`src/rtl/ripple_seq_pkg.sv`:
```
// ripple_seq_pkg
//  Shared definitions for the ripple_add_sequencer slice.
//  - NIBBLE_W : width of the time-shared nibble adder.
//  - state_t  : sequencer FSM encoding (IDLE, ADD, DONE).
package ripple_seq_pkg;

  localparam int NIBBLE_W = 4;

  typedef enum logic [1:0] {
    IDLE = 2'd0,
    ADD  = 2'd1,
    DONE = 2'd2
  } state_t;

endpackage

```
`src/rtl/nibble_rca.sv`:
```
// nibble_rca
//  Purely combinational 4-bit ripple-carry adder built from full-adder cells.
//  Ports:
//    a, b  in  [3:0]  addends
//    cin   in         carry into bit 0
//    sum   out [3:0]  a + b + cin, modulo 16
//    cout  out        carry out of bit 3
module nibble_rca
  import ripple_seq_pkg::*;
(
  input  logic [NIBBLE_W-1:0] a,
  input  logic [NIBBLE_W-1:0] b,
  input  logic                cin,
  output logic [NIBBLE_W-1:0] sum,
  output logic                cout
);

  // carry[i] is the carry into bit i; carry[NIBBLE_W] leaves the nibble.
  logic [NIBBLE_W:0] carry;

  assign carry[0] = cin;

  generate
    for (genvar gi = 0; gi < NIBBLE_W; gi++) begin : g_fa
      assign sum[gi]     = a[gi] ^ b[gi] ^ carry[gi];
      assign carry[gi+1] = (a[gi] & b[gi]) | (carry[gi] & (a[gi] ^ b[gi]));
    end
  endgenerate

  assign cout = carry[NIBBLE_W];

endmodule

```
`src/rtl/ripple_add_sequencer.sv`:
```
// ripple_add_sequencer
//  Multi-cycle wide adder that time-shares one nibble_rca across a
//  4*NIBBLES-bit operation, LSB nibble first, with a registered carry
//  between nibbles. Operands arrive on a valid/ready port and the sum
//  leaves on a valid/ready port.
//  Optional feature macro: ADD_SUB_EN (adds op_sub input; 1 = a - b).
//  Ports:
//    clk        in       rising-edge clock
//    rst        in       synchronous active-high reset
//    in_valid   in       operands valid
//    in_ready   out      ready for operands (IDLE only, low during rst)
//    a, b       in  [W]  operands
//    cin        in       carry into nibble 0
//    op_sub     in       (ADD_SUB_EN only) subtract b from a
//    out_valid  out      sum/cout valid, held until out_ready
//    out_ready  in       consumer accepts result
//    sum        out [W]  registered result, modulo 2^W
//    cout       out      registered carry out of top nibble
module ripple_add_sequencer
  import ripple_seq_pkg::*;
#(
  parameter int NIBBLES = 4
) (
  input  logic                    clk,
  input  logic                    rst,
  input  logic                    in_valid,
  output logic                    in_ready,
  input  logic [4*NIBBLES-1:0]    a,
  input  logic [4*NIBBLES-1:0]    b,
  input  logic                    cin,
`ifdef ADD_SUB_EN
  input  logic                    op_sub,
`endif
  output logic                    out_valid,
  input  logic                    out_ready,
  output logic [4*NIBBLES-1:0]    sum,
  output logic                    cout
);

  localparam int W    = NIBBLE_W * NIBBLES;
  localparam int IDXW = (NIBBLES > 1) ? $clog2(NIBBLES) : 1;

  state_t              state_reg, state_next;
  logic [W-1:0]        a_reg, b_reg;
  logic [W-1:0]        sum_reg;
  logic                cout_reg;
  logic                carry_reg;
  logic [IDXW-1:0]     idx_reg;
  logic                sub_reg;

  logic [NIBBLE_W-1:0] nib_a, nib_b, nib_sum;
  logic                nib_cout;
  logic                last_nib;

  assign last_nib = (idx_reg == IDXW'(NIBBLES - 1));

  // Subtraction is a + ~b + 1: each b nibble is inverted on its way into
  // the adder and the carry chain is seeded with 1 at accept time.
  assign nib_a = a_reg[idx_reg*NIBBLE_W +: NIBBLE_W];
  assign nib_b = b_reg[idx_reg*NIBBLE_W +: NIBBLE_W] ^ {NIBBLE_W{sub_reg}};

  nibble_rca u_nibble_rca (
    .a    (nib_a),
    .b    (nib_b),
    .cin  (carry_reg),
    .sum  (nib_sum),
    .cout (nib_cout)
  );

  // State register
  always_ff @(posedge clk) begin
    if (rst) state_reg <= IDLE;
    else     state_reg <= state_next;
  end

  // Next-state logic
  always_comb begin
    state_next = state_reg;
    case (state_reg)
      IDLE:    if (in_valid && in_ready) state_next = ADD;
      ADD:     if (last_nib)             state_next = DONE;
      DONE:    if (out_ready)            state_next = IDLE;
      default:                           state_next = IDLE;
    endcase
  end

  // Outputs decoded from state; out_valid is registered by virtue of state_reg.
  always_comb begin
    in_ready  = (state_reg == IDLE) && !rst;
    out_valid = (state_reg == DONE);
  end

  // Datapath: operand latch, nibble index, inter-nibble carry, result.
  always_ff @(posedge clk) begin
    if (rst) begin
      a_reg     <= '0;
      b_reg     <= '0;
      sum_reg   <= '0;
      cout_reg  <= 1'b0;
      carry_reg <= 1'b0;
      idx_reg   <= '0;
      sub_reg   <= 1'b0;
    end else begin
      case (state_reg)
        IDLE: begin
          if (in_valid && in_ready) begin
            a_reg   <= a;
            b_reg   <= b;
            idx_reg <= '0;
`ifdef ADD_SUB_EN
            sub_reg   <= op_sub;
            carry_reg <= op_sub ? 1'b1 : cin;
`else
            sub_reg   <= 1'b0;
            carry_reg <= cin;
`endif
          end
        end
        ADD: begin
          sum_reg[idx_reg*NIBBLE_W +: NIBBLE_W] <= nib_sum;
          carry_reg <= nib_cout;
          if (last_nib) begin
            cout_reg <= nib_cout;
            idx_reg  <= '0;
          end else begin
            idx_reg  <= idx_reg + IDXW'(1);
          end
        end
        default: ;
      endcase
    end
  end

  assign sum  = sum_reg;
  assign cout = cout_reg;

endmodule
```
`config.mk`:
```
export PLATFORM = sky130hd
export DESIGN_NAME = ripple_add_sequencer
export DESIGN_NICKNAME = d
export VERILOG_FILES = /design/src/rtl/ripple_seq_pkg.sv /design/src/rtl/nibble_rca.sv /design/src/rtl/ripple_add_sequencer.sv
export SDC_FILE = /design/constraint.sdc
export NUM_CORES = 1
export LEC_CHECK = 0
export CORE_MARGIN = 2
export CORE_UTILIZATION = 45
export DETAILED_ROUTE_END_ITERATION = 10
export PLACE_DENSITY = 0.78
export RECOVER_POWER = 50
export SETUP_SLACK_MARGIN = 0.1
export SYNTH_ARGS = -nofsm -noshare
export SYNTH_HDL_FRONTEND = slang
export SYNTH_SLANG_ARGS = --single-unit
```
`constraint.sdc`:
```
create_clock -name clk -period 3.95 [get_ports clk]
set_input_delay 0.79 -clock clk [delete_from_list [all_inputs] [get_ports clk]]
set_output_delay 0.79 -clock clk [all_outputs]
set_load 0.1 [all_outputs]
```
Word-level counts from Yosys, hierarchy flattened
Cells that the tools add are included.

word-level totals
  register bits = 54
  output and inout port bits = 19
  logic and storage cells = 58
  input port bits = 37

cells by class
  reduce and logical (&&, ||, !) cells = 9
  multiplexer cells = 10
  add/sub/neg operators = 2
  eq/ne operators = 6
  bitwise logic cells = 20
  shift-type cells = 4

operators with widths
  kind                                                                     count
  4-bit negator with 34-bit output                                         1
  4-bit by 34-bit variable shift with 16-bit output, first input constant  1
  4-bit by 34-bit variable part select with 16-bit output                  1
  16-bit by 5-bit variable part select with 4-bit output                   2
  16-bit bitwise mux                                                       1
  2-bit two-way mux                                                        5
  1-bit AND                                                                8
  1-bit bitwise XOR                                                        8
  2-bit case mux with 3 select lines                                       1
  2-bit AND reduction                                                      3
  2-bit == test, second input constant                                     2
  2-bit by 1-bit != test with 1-bit output, second input constant          2
  1-bit bitwise OR                                                         4
  2-bit case mux with 2 select lines                                       1
  3-bit AND reduction                                                      1
  2-bit by 1-bit adder with 2-bit output, second input constant            1
  2-bit by 1-bit == test with 1-bit output, second input constant          1
  1-bit logical AND                                                        2
  2-bit zero test                                                          1
  2-bit != test, second input constant                                     1
  1-bit case mux with 2 select lines                                       1
  2-bit nonzero test                                                       1
  1-bit zero test                                                          1
  1-bit two-way mux                                                        1

Logic depth before layout (Yosys ltp)
Gate-level depths: netlist (run 1).

  depth after elaboration = 11
  mapped depth = 10
  mapped depth without buffers = 9

By module
A second synthesis (run 1) with hierarchy kept.

unflattened totals
  cell total of the unflattened synthesis = 265
  area total of the unflattened synthesis = 2429.8 µm²

by module, submodules not included
  module                area an instance (µm²)  times used  cells each  seq. area each (µm²)
  ripple_add_sequencer  2312.2                  1           251         1081.0
  nibble_rca            117.6                   1           14          0.0

Worst setup path after synthesis (run 1)
Ideal clock, no wire load.

  path kind = input -> output
  start point = input port rst
  end point = output port in_ready
  arrival = 3190 ps
  setup slack = -30 ps
  data required time = 3160 ps
  buffers on the path = 2
  stages = 3
  path through = buf_2 clkbuf_1 nor3_1

on the way
  cells in the longest elaborated chain, start to end = 2

RTL lines
  what                RTL line                    RTL
  start: declaration  ripple_add_sequencer.sv:25  input logic rst,
  1-bit zero test     ripple_add_sequencer.sv:89  in_ready = (state_reg == IDLE) && !rst;
  1-bit logical AND   ripple_add_sequencer.sv:89
  end: declaration    ripple_add_sequencer.sv:27  output logic in_ready,

No other way between the ends.

Worst setup path after layout (run 1)
  start point = register idx_reg[0]
  end point = register sum_reg[7] (netlist: sum[7])

on the way
  cells in the longest elaborated chain, start to end = 11
  elaborated cells between the ends (all ways) = 23
  those cells by class = add/sub (1); shift (4); mux (1); bitwise (17)

RTL lines
  what                                                                       RTL line                                                RTL
  start: declaration                                                         ripple_add_sequencer.sv:48                              logic [IDXW-1:0] idx_reg;
  start signal: assignment                                                   ripple_add_sequencer.sv:126                             idx_reg <= idx_reg + IDXW'(1);
  16-bit by 5-bit variable part select with 4-bit output (on tied branches)  ripple_add_sequencer.sv:59, ripple_add_sequencer.sv:60
  1-bit bitwise XOR                                                          nibble_rca.sv:25, nibble_rca.sv:26
  1-bit AND                                                                  nibble_rca.sv:26                                        assign carry[gi+1] = (a[gi] & b[gi]) | (carry[gi] & (a[gi] ^ b[gi]));
  1-bit bitwise OR                                                           nibble_rca.sv:26
  1-bit AND                                                                  nibble_rca.sv:26
  1-bit bitwise OR                                                           nibble_rca.sv:26
  1-bit AND                                                                  nibble_rca.sv:26
  1-bit bitwise OR                                                           nibble_rca.sv:26
  1-bit bitwise XOR                                                          nibble_rca.sv:25                                        assign sum[gi] = a[gi] ^ b[gi] ^ carry[gi];
  4-bit by 34-bit variable part select with 16-bit output                    ripple_add_sequencer.sv:120                             sum_reg[idx_reg*NIBBLE_W +: NIBBLE_W] <= nib_sum;
  16-bit bitwise mux (*)                                                     ripple_add_sequencer.sv:120
  end signal: indexed assignment                                             ripple_add_sequencer.sv:120
  end: declaration                                                           ripple_add_sequencer.sv:45                              logic [W-1:0] sum_reg;

Every way passes the cells marked *; elsewhere a longest branch is shown, timed or not.
A chain may end at the register's enable or synchronous reset.

==> run metrics, run 1 <==
status finished, final reports clean; VDD IR max 315.4 µV; Post-Route M1 WL 2.280 mm; Ys Warns 0; power share of the combinational group 14.1%; Area Overhead vs Synth 25.27%; critical path cell sequence mux4_2, fa_1, inv_1, fa_1, fa_1, inv_1, fa_1, nand4_1, a21oi_1; GRT Resource Usage Total 17.81%; Startpoint Class flop; Detail Route Antenna Nets 0; Worst Path Required 4.19 ns; Fin Setup TNS 0 ns; worst flop-to-flop path startpoint idx_reg[0]; post_cts resized 0; EDFF count, synth 0; 1st-iter DRT viols 80; root buffer cell clkbuf_8; Synth Flop Type dfxtp_1; main combinational cell family by area after synthesis simple AND/OR/NAND/NOR gates; count leader, synth nand2_1; max incr delay on CP 0.81 ns; Synth Instances 270; FFs w/ async S/R, synth 0%; antenna cells 0; HP Class flop to flop; Slew Viols, Final 0; Total Power 1.115 mW; syn avg cell area 9.171 µm²; Detailed Routing Iterations Pass 1 5; Fmax 0.3151 GHz; CTS Buffer Depth 2; HP Start a_reg[13]; die height 78.18 µm; multiplexer area fraction after synthesis 7.681%; Simple-Gate Fraction of Synth Area 22.18%; via count 2045; FP Rows 27; complex-gate fraction of the synthesized area 12.83%; post-route DRC violation count 0; DP Cell Count 381; Starting Density 45.81%; final wirelength 5.173 mm; Sw Share 24.76%; CTS tree built; Slew @ Worst Pin 1.161 ns; global route overflow 0; Distinct cells, synth 33; Detailed Place HPWL 3.654 mm; die width 78.18 µm; PwrDens 359.4 nW/µm²; # Post-CTS Setup Buffers 0; Clock Sinks 54; largest net degree at the start of global routing 36; I/O pins 56; share of the synthesized area in the top cell type 43.66%; die area 6112 µm²; placer congestion estimate 0.8586; WP data arrival 3.42 ns; post-synth top area cell dfxtp_1; Max-slew headroom 22.92%; final hold vios 0; clock power share 33.8%; nets 363; Core Footprint 5405 µm²; most used cell, CP fa_1; fin crit period 3.173 ns; Yosys reg bits 54; H-tree Lvls 2; CP max-delay cell dfxtp_1; number of CTS-inserted buffers 5; detailed-route wire length per cell 13.33 µm; most frequent cells after synthesis nand2_1, dfxtp_1, a21oi_1; Clock Latency Late Sink 0.31 ns; Buffers on Ports 55; final setup fails 0; internal cell power 0.8387 mW; Util after Layout 57.38%; initial antenna violation count 0; layout cells sized above 1 8.228%; sequential share of power 52.1%; Crit Path Class flop to flop; Synth Area in XOR/XNOR 0%; Via-to-Cell Ratio 5.271; Leak Pwr 1.079 nW; routed wl met2 2.595 mm; metal3 WL 225 µm; crit path from idx_reg[0]; Worst setup EP type flop; Adder-Cell Fraction of Synth Area 6.266%; vias in the first global route 1990; sequential area share after synthesis 43.66%; Clock Pin Slew Worst Setup and Hold Paths 0.09 ns; CTS Hold Buffers Added 0; first-pass GRT wire length 8.763 mm; maxcap violations 0; worst clock skew 0.005532 ns; Final Cycle Share 80.34%; highest metal layer with signal wires met4; syn_nets 317; CP Max Fanout 17; final std cells w/o fill 388; Post-Syn Area 2476 µm²; Psw 0.2760 mW; synth top area cells dfxtp_1, nand2_1, a21oi_1; RSZ-0062 raised after global routing false
power by group through the flow:
stage	logic [mW]	clock network (mW)	registers, mW
CTS	0.159	0.382	0.581
detailed placement	0.159	0	0.593
floorplan	0.102	0	0.594
finish	0.158	0.377	0.580
global placement	0.157	0	0.592
global route	0.172	0.405	0.584
metal layers:
layer	vias up	global-route usage [%]
li1	1011	-
met1	969	21.19
met2	57	30.86
met3	8	4.483
met4	0	6.842
met5	-	0
layout make-up:
cell class / instances / area [µm²]
clock buffer: 6 / 82.58
multi-input combinational: 184 / 1214
sequential: 54 / 1081
inverter: 13 / 48.80
clock inverter: 1 / 30.03
timing repair buffer: 58 / 555.5
fill: 487 / 2303
tap: 72 / 90.09
critical path: cells and delay by family (launching register included):
| kind | cells | cell delay (ns) |
|---|---|---|
| compound gates | 1 | 0.15 |
| fa+ha+maj | 4 | 1.28 |
| buf+inv | 2 | 0.14 |
| flops | 1 | 0.81 |
| mux | 1 | 0.61 |
| simple gates | 1 | 0.12 |
cell families after synthesis:
kind of cell             count (synthesis)
buffers and inverters                   32
AND/OR/NAND/NOR                        113
adder cells (fa/ha/maj)                 10
multiplexers                             9
AO/OA/AOI/OAI                           52
flip-flops                              54
path summary, 6_finish.rpt:
kind,end,slack (ns),depth (start not counted)
min reg2reg,a_reg[13],0.45,2
max reg2reg,sum[7],0.78,9
max,sum[7],0.78,9
min,a_reg[13],0.45,2
metrics by stage:
stage | hold WS [ns] | area [µm²] | setup WS (ns)
6_report | 0.4546 | 3102 | 0.7765
5_1_grt | 0.4766 | 3102 | 0.5950
4_1_cts | 0.4602 | 3113 | 0.7786
3_5_place_dp | 0.4473 | 3000 | 0.7808
3_3_place_gp | 0.4395 | 3000 | 0.8621
2_1_floorplan | 0.4331 | 2481 | 0.8251
placed cells by master (no fill, tap or decap), drive strengths merged:
master         instances
nand2                 72
dfxtp                 54
clkdlybuf4s50         51
a21oi                 40
inv                   13
nor2                  10
mux4                   8
clkbuf                 8
a32oi                  7
nand2b                 6
ha                     6
nand3b                 4
nand4                  4
fa                     4
buf                    4
o32ai                  4
nand3                  3
nor3                   3
nor2b                  2
nor4b                  2
and4bb                 2
and2b                  1
or4b                   1
nor4                   1
and2                   1
or4                    1
mux2i                  1
a31oi                  1
bufinv                 1
dlygate4sd3            1
Note: power is estimated with default switching activity, not from simulation.
==> run 2, diff against run 1 <==
--- a/config.mk
+++ b/config.mk
@@ -8,7 +8,7 @@
 export CORE_MARGIN = 2
 export CORE_UTILIZATION = 45
 export DETAILED_ROUTE_END_ITERATION = 10
-export PLACE_DENSITY = 0.78
+export PLACE_DENSITY = 0.81
 export RECOVER_POWER = 50
 export SETUP_SLACK_MARGIN = 0.1
 export SYNTH_ARGS = -nofsm -noshare
==> constraint.sdc (replaced) <==
create_clock -name clk -period 2.8 [get_ports clk]
set_input_delay 0.56 -clock clk [delete_from_list [all_inputs] [get_ports clk]]
set_output_delay 0.56 -clock clk [all_outputs]
set_load 0.1 [all_outputs]
==> run 2 against run 1 <==
Compared with the run above:
- the run now ends with capacitance limit, slew limit left
- maximum frequency rose by 20%
- via count up 1.1%
- largest cell class unchanged
- worst hold slack improved by 0.0024 ns
- highest routed layer unchanged
- flip-flop and latch count stayed put
- global-route usage is 0.41 points higher
- wire length up 1.6%
- sequential power is 40% higher
- power grew 43%
- critical endpoint is now sum[3]
- first-iteration DRC count grew 75%
- critical path type unchanged
- setup slack worse by 0.61 ns
- core utilization shrank 0.23 points
==> run metrics, run 2 (synthesized netlist as in run 1, its figures left out) <==
status complete, but fails checks; failing checks capacitance limit, slew limit; largest net degree at the start of global routing 39; placer congestion estimate 0.8743; Final Cycle Share 94.09%; WP data arrival 2.87 ns; I/O pins 56; Clock Pin Slew Worst Setup and Hold Paths 0.10 ns; Detail Route Antenna Nets 0; fin crit period 2.634 ns; Clock Latency Late Sink 0.31 ns; Total Power 1.592 mW; Placed Area 2999 µm²; Slew @ Worst Pin 1.626 ns; # fillers 480; number of CTS-inserted buffers 5; die height 78.18 µm; post-route DRC violation count 0; Worst setup EP type flop; first-pass GRT wire length 8.873 mm; Starting Density 45.81%; PwrDens 515.2 nW/µm²; maxcap violations 1; final setup fails 0; Worst Path Required 3.04 ns; GRT Resource Usage Total 18.22%; FP Rows 27; Fmax 0.3796 GHz; worst clock skew 0.007475 ns; Max-slew headroom -8.421%; RSZ-0062 raised after global routing true; Slew Viols, Final 39; VDD IR max 295.8 µV; vias in the first global route 1967; layout cells sized above 1 12.50%; antenna cells 0; Fin Setup TNS 0 ns; CTS tree built; 1st-iter DRT viols 140; CTS Hold Buffers Added 0; Detailed Routing Iterations Pass 1 4; Clock Sinks 54; Multi-input gate area 1227 µm²; final hold vios 0; nets 367; via count 2067; most common cell after layout, fill and taps aside nand2_1; Core Footprint 5405 µm²; Buffers on Ports 55; most frequent cells in the layout nand2_1, dfxtp_1, a21oi_1; HP Class flop to flop; Startpoint Class flop; Via-to-Cell Ratio 5.273; H-tree Lvls 2; Sequential Area 1086 µm²; die width 78.18 µm; Leak Pwr 1.075 nW; Crit Path Class flop to flop; die area 6112 µm²; Detailed Place HPWL 3.806 mm; final instance area 3089 µm²; CTS Buffer Depth 2; Area Overhead vs Synth 24.76%; initial antenna violation count 0; global route overflow 0; final wirelength 5.256 mm; CP Max Fanout 4; detailed-route wire length per cell 13.41 µm; root buffer cell clkbuf_8
## run 2: cell types whose count changed in the layout (fill, tap and decap cells not counted), sizes merged
cell           change
dlygate4sd3        -1
clkdlybuf4s50     -16
clkbuf            +17
buf                +4
## run 2: cell type report
| cell class | instances | share of cell area (%) |
|---|---|---|
| multi-input combinational | 184 | 39.73 |
| sequential | 54 | 35.16 |
| timing repair buffer | 62 | 16.97 |
| tap | 72 | 2.916 |
| clock buffer | 6 | 2.673 |
| inverter | 13 | 1.580 |
| clock inverter | 1 | 0.9721 |
## run 2: worst paths after layout
path	start	end	slack, ns	cells past startpoint
min	sum[5]	sum[5]	0.46	2
max	idx_reg[0]	sum[3]	0.17	9
max reg2reg	idx_reg[0]	sum[3]	0.17	9
min reg2reg	sum[5]	sum[5]	0.46	2
## run 2: layer usage
metal,track usage (%),vias up,wire (µm)
met5,0,-,0
met4,8.070,0,117
met3,3.908,12,261
met2,31.47,63,2668
met1,21.79,975,2209
li1,-,1017,-
## run 2: worst max-delay path: stages, from the launching register on
cell and delay [ns]:
dfxtp_4 0.39, mux4_2 0.52, fa_2 0.37, inv_2 0.06, fa_2 0.19, fa_2 0.19
inv_2 0.04, fa_2 0.58, a32oi_1 0.10, nor2_1 0.13
## run 2: power breakdown
part / total [mW] / switching, mW / internal [mW]
clock: 0.532 / 0.246 / 0.286
combinational: 0.246 / 0.129 / 0.117
sequential: 0.813 / 0.0198 / 0.794
total: 1.59 / 0.394 / 1.20
## run 2: through the flow
step                util [%]  cells  hold slack [ns]  setup slack [ns]
floorplan                  -    270           0.4331            0.1193
global placement       55.49    383           0.4405            0.1650
detailed placement     55.49    383           0.4470           0.09356
CTS                    57.71    390           0.4595            0.1237
global route           57.15    392           0.4818           0.05540
finish                 57.15    392           0.4570            0.1656
## run 2: timing repair
action	CTS	global route
setup endpoints to repair	3	4
resized for setup	3	6
setup buffers	0	2
pin swaps	0	4
==> RTL change 1: new RTL, flow settings as in run 1 <==
Encoding of `state_t`: now one-hot (3 bits for 3 states).
--- a/src/rtl/ripple_seq_pkg.sv
+++ b/src/rtl/ripple_seq_pkg.sv
@@ -6,10 +6,10 @@
 
   localparam int NIBBLE_W = 4;
 
-  typedef enum logic [1:0] {
-    IDLE = 2'd0,
-    ADD  = 2'd1,
-    DONE = 2'd2
+  typedef enum logic [2:0] {
+    IDLE = 3'b001,
+    ADD  = 3'b010,
+    DONE = 3'b100
   } state_t;
 
 endpackage
Behaviour: same outputs for any inputs over 10 cycles, from zero or initial values and one cycle with rst high; not proved beyond that.
==> RTL change 1 against run 1 <==
Setup slack better by 160 ps; sequential power is 4.3% higher; total power is 1.2% lower; highest routed layer unchanged; design area is 6.2% higher; wire length is 2.9% higher; die area is 11% higher; critical path type unchanged; synthesized area is 12% higher; sequential cell count is 1 higher; critical endpoint is now sum[11]$_SDFFE_PP0P_.
==> RTL change 1: results (changes against run 1) <==
* Hold slack at 455.9 ps (+1.229 ps)
* Worst skew pair latency at approximately 300 ps
* VDD IR max at 0.2102 mV (-33%)
* Net Sw Power at 265.1 uW (-3.9%)
* Met3 Wirelength at 209 um (-7.1%)
* Largest net degree at the start of global routing at 56 (+56%)
* Gpl congestion at 0.7874 (-8.3%)
* CP max stage delay at 610 ps (-200 ps)
* Gr usage total at 17.09% (-0.71 points)
* Clk_skew at 11.80 ps (+6.264 ps)
* Dpl ws at 981.8 ps (+201.0 ps)
* Starting DRC count in detailed routing at 101 (+26%)
* Clock Path Buffers at 2 (unchanged)
* DP HPWL at 3879 um (+6.2%)
* CP max-delay cell: dfxtp_1
* Net Count, Synth at 291 (-8.2%)
* M1 WL at 2559 um (+12%)
* Wire length on met2 at 2510 um (-3.3%)
* IO Port Bufs at 55 (unchanged)
* Leakage power at 1.228 nW (+14%)
* List of most frequent post-synthesis cells: 55 x dfxtp_1, 33 x nor2b_1, 27 x mux2_4, 18 x a21oi_1, 16 x nand2_1
* DRC Markers at 0 (unchanged)
* H-tree Lvls at 2 (unchanged)
* Router iterations before antenna repair at 4 (-1)
* Clock root buffer: clkbuf_8
* Ranking of synthesized cells by area: dfxtp_1 40%, mux2_4 15%, nor2b_1 7.5%
* Vias per cell at 5.153 (-2.2%)
* Final wirelength at 5325 um (+2.9%)
* N_diodes at 0 (unchanged)
* Distinct cells, synth at 35 (+6.1%)
* Status: finished, final reports clean
* Initial antenna violation count at 0 (unchanged)
* CTS Buf Count at 5 (unchanged)
* Fmax at 332.4 MHz (+5.5%)
* Register-to-Register Setup Slack at 940 ps (+160 ps)
* Final #Nets at 338 (-6.9%)
* Layout cell share with drive strength beyond 1 at 10.96% (+2.7 points)
* Clock transition at path regs at 100 ps
* Critical path arrival at 3240 ps (-180 ps)
* Crit path max-delay family: adder cells
* Tightest Pin Transition at 1421 ps (+260.0 ps)
* Post-synthesis sequential area ratio at 39.75% (-3.9 points)
* Number of global-route vias before repair at 1,887 (-5.2%)
* Post_cts resized at 0 (unchanged)
* Hold crit path type: flop to flop
* Critical path peak fanout at 9 (-8)
* Synth warnings at 0 (unchanged)
* Max Used Layer: met4
* Global-route wire length before repair at 8901 um (+1.6%)
* # Post-CTS Setup Buffers at 0 (unchanged)
* Asr flop ratio synth at 0% (unchanged)
RTL change 1: changes by cell type after synthesis, moves of 10 or more:
cell     delta
nor2b_1    +31
nand2_1    -56
mux2_4     +27
a21oi_1    -22
nor2_1     -10
RTL change 1: power groups by stage:
stage	Sequential (mW)	Clock, mW	Combinational (mW)
6_report	0.605	0.333	0.163
5_1_grt	0.610	0.368	0.176
4_1_cts	0.605	0.341	0.188
3_5_place_dp	0.618	0	0.188
3_3_place_gp	0.618	0	0.184
2_1_floorplan	0.611	0	0.132
RTL change 1: worst paths after layout:
path | from | endpoint | cells after the start
setup / recovery | idx_reg[0]$_SDFFE_PP0P_ | sum[11]$_SDFFE_PP0P_ | 9
hold / removal | sum[10]$_SDFFE_PP0P_ | sum[10]$_SDFFE_PP0P_ | 2
hold reg to reg | sum[10]$_SDFFE_PP0P_ | sum[10]$_SDFFE_PP0P_ | 2
setup reg to reg | idx_reg[0]$_SDFFE_PP0P_ | sum[11]$_SDFFE_PP0P_ | 9
RTL change 1: metal layers:
metal / global-route usage (%) / vias to the layer above
li1: - / 948
met1: 21.97 / 892
met2: 29.19 / 46
met3: 3.804 / 5
met4: 4.000 / 0
met5: 0 / -
RTL change 1: kinds of logic after synthesis:
family,count (synthesis),share of synthesized area (%)
adders and majority gates,10,5.601
and+or+nand+nor,85,20.69
muxes,40,23.17
buffers and inverters,27,5.149
DFF,55,39.75
AOI/OAI and AO/OA,27,5.646
RTL change 1: area by class of cell:
cell class | count | area, um^2
timing repair buffer | 56 | 540.5
tap | 75 | 93.84
clock buffer | 8 | 100.1
multi-input combinational | 162 | 1418
inverter | 11 | 41.29
sequential | 55 | 1101
fill | 565 | 2626
RTL change 1: stage by stage:
stage               cells  util [%]  instance area [um^2]
floorplan             244         -                  2770
detailed placement    359     55.92                  3311
global route          367     55.64                  3294
finish                367     55.64                  3294
CTS                   367     57.61                  3411
global placement      359     55.92                  3311
RTL change 1: worst register-to-register path, delay by kind of cell, from the launching register on:
kind                       cells  cell delay (ps)
adders and majority gates      4             1320
DFF                            1              610
muxes                          1              560
AOI/OAI and AO/OA              1              190
buffers and inverters          2              140
and+or+nand+nor                1              130
==> RTL change 2: new RTL, flow settings as in run 1 <==
Without the edit above. Change the parameter `NIBBLES` from 4 to 8. Comments in the files are not updated.
--- a/src/rtl/ripple_add_sequencer.sv
+++ b/src/rtl/ripple_add_sequencer.sv
@@ -19,7 +19,7 @@
 module ripple_add_sequencer
   import ripple_seq_pkg::*;
 #(
-  parameter int NIBBLES = 4
+  parameter int NIBBLES = 8
 ) (
   input  logic                    clk,
   input  logic                    rst,
Ports: changed (resized a, b and sum); port bits go from 56 to 104. No check against the original RTL was run, so the function may have changed too.
==> RTL change 2 against run 1 <==
Final cell count grew 90%; setup slack worse by 370 ps; utilization grew 2.4 points; first-iteration DRC count up 150%; critical path depth shrank 3; wire length up 100%; sequential share of layout area rose by 0.11 points; count of clock-buffer cells in the layout is 3 higher; sequential cell count grew 49; total power increased by 88%; register-to-register slack got worse by 220 ps; synthesized cell count increased by 91%; design area increased by 90%; synthesized area up 86%.
==> RTL change 2: results (changes against run 1) <==
* Status: finished, final reports clean
* Clk_skew at 7.886 ps (+2.354 ps)
* Reg2reg end: sum[6]$_SDFFE_PP0P_
* Asr flop ratio synth at 0% (unchanged)
* Clock Path Buffers at 2 (unchanged)
* DR WL/cell at 14.21 um (+6.6%)
* Last element of the critical path: carry_reg$_SDFFE_PP0P_
* Crit path from: rst
* Post-synthesis sequential area ratio at 44.84% (+1.2 points)
* Initial antenna violation count at 0 (unchanged)
* # Post-CTS Setup Buffers at 0 (unchanged)
* IO Port Bufs at 103 (+87%)
* Ranking of synthesized cells by area: dfxtp_1 45%, nand2_1 12%, a21oi_1 7.3%
* Clock transition at path regs at 100 ps
* Net Count, Synth at 596 (+88%)
* Global-route wire length before repair at 17,530 um (+100%)
* Hold Buf Count CTS at 0 (unchanged)
* Reg2reg start: idx_reg[0]$_SDFFE_PP0P_
* Starting DRC count in detailed routing at 197 (+150%)
* VDD IR max at 0.1761 mV (-44%)
* Gr usage total at 19.57% (+1.8 points)
* DP HPWL at 7780 um (+110%)
* Clock root buffer: clkbuf_8
* Final #Nets at 679 (+87%)
* Dpl ws at 556.5 ps (-224.3 ps)
* Worst skew pair latency at 370 ps (+60 ps)
* Critical path peak fanout at 72 (+55)
* Synth warnings at 0 (unchanged)
* H-tree Lvls at 3 (+1)
* Gpl congestion at 0.7851 (-8.6%)
* Commonest register cell after synthesis: dfxtp_1
* List of most frequent post-synthesis cells: 149 x nand2_1, 103 x dfxtp_1, 67 x a21oi_1, 33 x mux2i_1, 32 x nand2b_1
* Critical path arrival at 3740 ps (+320 ps)
* Slew headroom at 9.089% (-14 points)
* Vias per cell at 5.204 (-1.3%)
* R2R depth at 11 (+2)
* Number of global-route vias before repair at 3,748 (+88%)
* Leakage power at 2.163 nW (+100%)
* Post_cts resized at 0 (unchanged)
* Layout cell share with drive strength beyond 1 at 6.788% (-1.4 points)
* Placed Area at 0.005684 mm^2 (+89%)
* CTS Buf Count at 9 (+4)
* Distinct cells, synth at 31 (-6.1%)
* Router iterations before antenna repair at 5 (unchanged)
* Final min period at 3547 ps (+373.8 ps)
* Net Sw Power at 529.0 uW (+92%)
* N_diodes at 0 (unchanged)
* Largest net degree at the start of global routing at 73 (+100%)
* Hold crit path type: flop to flop
-- RTL change 2: cell count changes after synthesis, moves of 7 or more --
cell | run 1 | this run
nand2_1 | 72 | 149
dfxtp_1 | 54 | 103
mux2i_1 | 1 | 33
a21oi_1 | 40 | 67
nand2b_1 | 6 | 32
clkbuf_1 | 5 | 24
o21ai_0 | 0 | 8
a32oi_1 | 7 | 0
buf_2 | 5 | 12
-- RTL change 2: critical path, cell delays in order --
cell and delay, ps:
clkbuf_1 970, clkbuf_2 1160, nor4b_1 120, buf_4 360, nor3_1 240, nor4_1 80
-- RTL change 2: worst min path at each step --
stage,startpoint,end,slack [ps],depth (start not counted)
after floorplan,a_reg[23]$_SDFFE_PP0P_,a_reg[23]$_SDFFE_PP0P_,430,2
after global placement,b_reg[27]$_SDFFE_PP0P_,b_reg[27]$_SDFFE_PP0P_,440,2
after detailed placement,a_reg[28]$_SDFFE_PP0P_,a_reg[28]$_SDFFE_PP0P_,450,2
after CTS,b_reg[3]$_SDFFE_PP0P_,b_reg[3]$_SDFFE_PP0P_,460,2
after global routing,a_reg[29]$_SDFFE_PP0P_,a_reg[29]$_SDFFE_PP0P_,480,2
final,b_reg[3]$_SDFFE_PP0P_,b_reg[3]$_SDFFE_PP0P_,460,2
-- RTL change 2: final cells by class --
type | count | area, um^2
fillers | 848 | 3966
multi-input cells | 367 | 2346
flip-flops and latches | 103 | 2062
repair buffers | 110 | 1066
well taps | 133 | 166.4
clock buffers | 9 | 123.9
clock inverters | 7 | 103.9
inverters | 8 | 30.03
-- RTL change 2: routing by layer --
layer	global-route usage (%)	vias up	routed length (um)
met5	0	-	0
met4	4.857	0	165
met3	4.304	18	603
met2	33.95	127	5173
met1	24.69	1789	4532
li1	-	1901	-
-- RTL change 2: kinds of logic (layout without fill, tap and decap cells) --
| family | after synthesis | count (layout) | share of synthesized area (%) |
|---|---|---|---|
| AOI/OAI and AO/OA | 77 | 77 | 8.435 |
| adders and majority gates | 11 | 11 | 3.646 |
| buffers and inverters | 46 | 134 | 4.245 |
| DFF | 103 | 103 | 44.84 |
| muxes | 49 | 49 | 15.43 |
| and+or+nand+nor | 230 | 230 | 23.40 |
-- RTL change 2: power groups by stage --
stage / combinational (mW) / sequential (mW) / clock, mW
detailed placement: 0.266 / 1.12 / 0
CTS: 0.266 / 1.09 / 0.745
finish: 0.265 / 1.09 / 0.739
global placement: 0.260 / 1.11 / 0
floorplan: 0.156 / 1.12 / 0
global route: 0.290 / 1.10 / 0.789
-- RTL change 2: through the flow --
stage | instances | util (%)
after floorplan | 516 | -
after global placement | 721 | 57.62
after detailed placement | 721 | 57.62
after CTS | 737 | 59.93
after global routing | 737 | 59.79
final | 737 | 59.79
